File: src/rtl/instr_sequencer.sv
// instr_sequencer: issues a small buffered DSP program over start/valid.
// Ports: load_* write the program buffer while idle; run_i/prog_len_i
// launch a program; start_o/instruction_o/valid_i form the controller
// handshake; busy_o/done_o/err_o/pc_o report status.
// Optional watchdog: define SEQ_TIMEOUT_EN (otherwise err_o is tied to 0).
module instr_sequencer #(
  parameter int unsigned I_WIDTH        = 32,
  parameter int unsigned DEPTH          = 16,
  parameter int unsigned PC_WIDTH       = 4,
  parameter int unsigned TIMEOUT_CYCLES = 64
) (
  input  logic                clk_i,
  input  logic                rst_ni,
  input  logic                load_we_i,
  input  logic [PC_WIDTH-1:0] load_addr_i,
  input  logic [I_WIDTH-1:0]  load_data_i,
  input  logic                run_i,
  input  logic [PC_WIDTH:0]   prog_len_i,
  output logic                start_o,
  output logic [I_WIDTH-1:0]  instruction_o,
  input  logic                valid_i,
  output logic                busy_o,
  output logic                done_o,
  output logic                err_o,
  output logic [PC_WIDTH-1:0] pc_o
);

  typedef enum logic [1:0] {
    IDLE,
    FETCH,
    ISSUE,
    RELEASE
  } state_t;

  localparam logic [PC_WIDTH:0] DEPTH_L = (PC_WIDTH+1)'(DEPTH);

  if (TIMEOUT_CYCLES < 1 || DEPTH > (1 << PC_WIDTH)) begin : g_param_check
    $error("instr_sequencer: bad TIMEOUT_CYCLES or DEPTH/PC_WIDTH");
  end

  state_t state, state_n;

  logic [I_WIDTH-1:0]  mem [DEPTH];
  logic [PC_WIDTH-1:0] pc, pc_n, pc_out_n;
  logic [PC_WIDTH:0]   len, len_n, len_clamp, last;
  logic [I_WIDTH-1:0]  instr_n;
  logic                start_n, done_n;

`ifdef SEQ_TIMEOUT_EN
  localparam int unsigned WD_W = $clog2(TIMEOUT_CYCLES + 1);

  logic [WD_W-1:0] wd, wd_n;
  logic            wd_hit;
  logic            err_q, err_n;

  assign wd_hit = (wd == WD_W'(TIMEOUT_CYCLES - 1));
  assign err_o  = err_q;
`else
  assign err_o  = 1'b0;
`endif

  assign busy_o    = (state != IDLE);
  assign len_clamp = (prog_len_i > DEPTH_L) ? DEPTH_L : prog_len_i;
  assign last      = len - 1'b1;

  // Program buffer has no reset; writes are only honoured while idle.
  always_ff @(posedge clk_i) begin
    if (load_we_i && state == IDLE)
      mem[load_addr_i] <= load_data_i;
  end

  always_ff @(posedge clk_i or negedge rst_ni) begin
    if (!rst_ni) begin
      state         <= IDLE;
      pc            <= '0;
      len           <= '0;
      pc_o          <= '0;
      start_o       <= 1'b0;
      instruction_o <= '0;
      done_o        <= 1'b0;
`ifdef SEQ_TIMEOUT_EN
      wd            <= '0;
      err_q         <= 1'b0;
`endif
    end else begin
      state         <= state_n;
      pc            <= pc_n;
      len           <= len_n;
      pc_o          <= pc_out_n;
      start_o       <= start_n;
      instruction_o <= instr_n;
      done_o        <= done_n;
`ifdef SEQ_TIMEOUT_EN
      wd            <= wd_n;
      err_q         <= err_n;
`endif
    end
  end

  always_comb begin
    state_n  = state;
    pc_n     = pc;
    len_n    = len;
    pc_out_n = pc_o;
    start_n  = start_o;
    instr_n  = instruction_o;
    done_n   = done_o;
`ifdef SEQ_TIMEOUT_EN
    wd_n     = wd;
    err_n    = err_q;
`endif
    unique case (state)
      IDLE: begin
        if (run_i) begin
`ifdef SEQ_TIMEOUT_EN
          err_n = 1'b0;
`endif
          if (prog_len_i == '0) begin
            done_n = 1'b1;
          end else begin
            len_n   = len_clamp;
            pc_n    = '0;
            done_n  = 1'b0;
            state_n = FETCH;
          end
        end
      end
      FETCH: begin
        // Word and start land on the same edge; valid_i is ignored here.
        instr_n  = mem[pc];
        start_n  = 1'b1;
        pc_out_n = pc;
        state_n  = ISSUE;
`ifdef SEQ_TIMEOUT_EN
        wd_n     = '0;
`endif
      end
      ISSUE: begin
        if (valid_i) begin
          start_n = 1'b0;
          state_n = RELEASE;
`ifdef SEQ_TIMEOUT_EN
          wd_n    = '0;
`endif
        end
`ifdef SEQ_TIMEOUT_EN
        else if (wd_hit) begin
          start_n = 1'b0;
          err_n   = 1'b1;
          done_n  = 1'b1;
          state_n = IDLE;
        end else begin
          wd_n = wd + 1'b1;
        end
`endif
      end
      RELEASE: begin
        // Re-issue only once the controller has cleared valid.
        if (!valid_i) begin
          if ({1'b0, pc} == last) begin
            done_n  = 1'b1;
            state_n = IDLE;
          end else begin
            pc_n    = pc + 1'b1;
            state_n = FETCH;
          end
        end
`ifdef SEQ_TIMEOUT_EN
        else if (wd_hit) begin
          err_n   = 1'b1;
          done_n  = 1'b1;
          state_n = IDLE;
        end else begin
          wd_n = wd + 1'b1;
        end
`endif
      end
      default: state_n = IDLE;
    endcase
  end

endmodule

File: config.mk
export PLATFORM = sky130hd
export DESIGN_NAME = instr_sequencer
export DESIGN_NICKNAME = d
export VERILOG_FILES = /design/src/rtl/instr_sequencer.sv
export SDC_FILE = /design/constraint.sdc
export NUM_CORES = 1
export LEC_CHECK = 0
export CAP_MARGIN = 20
export CORE_ASPECT_RATIO = 0.7
export CORE_UTILIZATION = 30
export DETAILED_ROUTE_END_ITERATION = 8
export PLACE_DENSITY = 0.44
export SLEW_MARGIN = 30
export SYNTH_ARGS = -nofsm -noshare
export SYNTH_HDL_FRONTEND = slang
export SYNTH_SLANG_ARGS = --single-unit
File: constraint.sdc
create_clock -name clk_i -period 4.5 [get_ports clk_i]
set_input_delay 0.9 -clock clk_i [delete_from_list [all_inputs] [get_ports clk_i]]
set_output_delay 0.9 -clock clk_i [all_outputs]
set_load 0.005 [all_outputs]
==> out/qor.json <==
{
  "post_synth_num_cell_types": 45,
  "critPathSlowestCell": "clkdlybuf4s50_1",
  "timing.fmax_ghz": 0.3328,
  "yosys.cell_count.top_type": "edfxtp_1",
  "worstReg2RegStart": "pc[0]",
  "cts.reportedPaths.clkPinSlew_ns": 0.06,
  "post_synth.cell_area_avg_um2": 21.42,
  "crit_buf_inv": 3,
  "groute.usage.overall_pct": 13.79,
  "p_total_mw": 14.06,
  "worstMarginPinSlew_ns": 0.8485,
  "place_congestion": 0.7092,
  "slew_viol_final": 0,
  "timing.critical_path.mode_cell": "inv_1",
  "syn-instance-count": 1015,
  "detailroute.via_count": 9938,
  "grt_first_pass_wirelength_mm": 73.42,
  "detailed_place_hpwl_mm": 28.02,
  "grt_max_degree": 58,
  "arrival_ns": 2.10,
  "drive_gt1_share_pct": 29.59,
  "crit_path_max_incr_delay_ns": 0.53,
  "detail-route-antenna-nets": 0,
  "via_count_of_the_first_global_routing_pass": 10480,
  "post_synth_main_area_contributors": "edfxtp_1, mux4_2, dfrtp_1",
  "synth.top_cells.by_count": "edfxtp_1, mux4_2, mux2_2",
  "timing.critical_path.required_ns": 3.60,
  "dr.first_iter.drc_count": 695,
  "synth_edf_count": 512,
  "crit_path_start_kind": "register",
  "yosys_warnings": 0,
  "period_share_pct": 66.78,
  "synthesis.nets": 1067,
  "globalRouteOverflowTotal": 0,
  "synth_top_area_share_pct": 70.72,
  "port-buffer-count": 84,
  "chipHeight_um": 227.2,
  "max-slew-margin-rel_pct": 43.43,
  "period_needed_ns": 3.005,
  "core_mm2": 0.07161,
  "post-place-cells": 2046,
  "post_cts_hold_buffer_count": 0,
  "timing.critical_path.to_type": "output pin",
  "critical-path-top-delay-family": "buffers and inverters",
  "yosysSeqAreaShare_pct": 76.36,
  "initial_core_util_pct": 30.36,
  "worst_skew_pair.late_latency_ns": 0.60,
  "worstPathMaxFanout": 9,
  "post-cts-setup-buffers": 0,
  "setup_viol": 0,
  "post_synthesis_sequential_element_count": 561,
  "floorplan.die_area_mm2": 0.07357,
  "worst_ir_drop_vdd_mv": 0.2627,
  "cellPowerDensity_mw_per_mm2": 543.9,
  "synth_largest_area_cell": "edfxtp_1",
  "timing.clock.skew_ns": 0.007189,
  "die_w_um": 323.8,
  "netlist_area_mm2": 0.02174,
  "synth_ff_type": "edfxtp_1",
  "critPathKind": "register to output pin",
  "drv.max_cap_violation_count": 0,
  "wl_per_cell_um": 23.02,
  "htree_levels": 2,
  "tritoncts.num_buffers": 56,
  "final_cells": 2150,
  "nNetsFinal": 1190,
  "grt_antenna_before_repair": 1,
  "worstHoldPathType": "input port to asynchronous set/reset pin",
  "cts.path.max_buffers": 3,
  "tritoncts_clock_tree": "built",
  "worst_slack_ns": 1.495,
  "layout.filler_cells": 6642,
  "cts_root_buffer": "clkbuf_16",
  "p_leak_nw": 8.048,
  "io-pin-count": 86,
  "post_dp_cell_area_mm2": 0.02396,
  "tritoncts_num_sinks": 561,
  "async_flop_share_pct": 8.734,
  "tns_ns": 0,
  "worstPathCellList": "inv_1, ha_1, inv_1, clkdlybuf4s50_1",
  "areaGrowthSynthToFinish_pct": 18.88,
  "critical_path.startpoint": "state[0]",
  "pre_cts_slack_ns": 1.236,
  "fin_hold_viols": 0,
  "status": "finished clean",
  "wl_mm": 49.50,
  "finalInstanceArea_mm2": 0.02585,
  "placement_rows": 82,
  "detail_route.first_pass.iterations": 5,
  "drc_errors": 0,
  "rsz0062_at_grt": "false",
  "post_cts_resized": 0,
  "vias_per_cell": 4.622
}
-- path summary, 6_finish.rpt --
path / to / slack (ns) / cells after the start
setup reg to reg: instruction_o[1] / 1.60 / 5
max in group asynchronous: pc[3] / 3.50 / 1
setup / recovery: busy_o / 1.50 / 4
hold / removal: len[3] / 0.38 / 1
hold reg to reg: instruction_o[24] / 0.51 / 2
min in group clk_i: instruction_o[24] / 0.51 / 2
-- per-layer routing --
metal / track usage [%] / routed length, um / vias up
met2: 20.66 / 22240 / 159
met4: 3.135 / 785 / 0
met3: 2.357 / 1905 / 59
met5: 0 / 0 / -
li1: - / - / 4405
met1: 20.84 / 24570 / 5315
-- per-stage QoR --
stage | hold WS (ns) | utilization [%]
floorplan | 0.4728 | -
global placement | 0.4984 | 33.42
detailed placement | 0.4995 | 33.46
CTS | 0.3940 | 36.09
global route | 0.4441 | 36.09
finish | 0.3829 | 36.09
-- report_power, final --
| group | switching [mW] | internal (mW) |
|---|---|---|
| Sequential | 0.309 | 5.97 |
| Combinational | 1.40 | 1.57 |
| Clock | 1.98 | 2.83 |
-- state kept, by name (all words and copies together) (netlist names) --
name,cells
instruction_o,32
len,5
mem,512
start_o,1
done_o,1
state,2
pc_o,4
pc,4
-- final cells by class --
cell class	count	area [um^2]	share of cell area, %
diodes	1	2.502	0.009682
clock buffers	64	1453	5.620
clock inverters	39	429.2	1.660
inverters	38	142.6	0.5519
multi-input cells	362	4840	18.72
flip-flops and latches	561	16610	64.27
well taps	966	1209	4.676
repair buffers	119	1159	4.483
-- placed cells by master, fill, tap and decap left out, types with 18 or more instances in the layout --
| cell | netlist | final |
|---|---|---|
| mux2_2 | 68 | 68 |
| a22oi_1 | 22 | 22 |
| dfrtp_1 | 49 | 46 |
| buf_4 | 2 | 32 |
| nand2_1 | 18 | 18 |
| o21ai_1 | 32 | 32 |
| edfxtp_1 | 512 | 512 |
| clkbuf_16 | 0 | 57 |
| clkdlybuf4s50_1 | 0 | 83 |
| mux4_2 | 128 | 128 |
| inv_1 | 38 | 38 |
-- logic make-up after synthesis --
group	share of synthesized area [%]
buf+inv	1.939
simple gates	1.479
mux	16.78
other cells	0.01725
fa+ha+maj	0.3453
flops	76.36
compound gates	2.878
xor+xnor	0.2015
(Power assumes the default switching activity.)
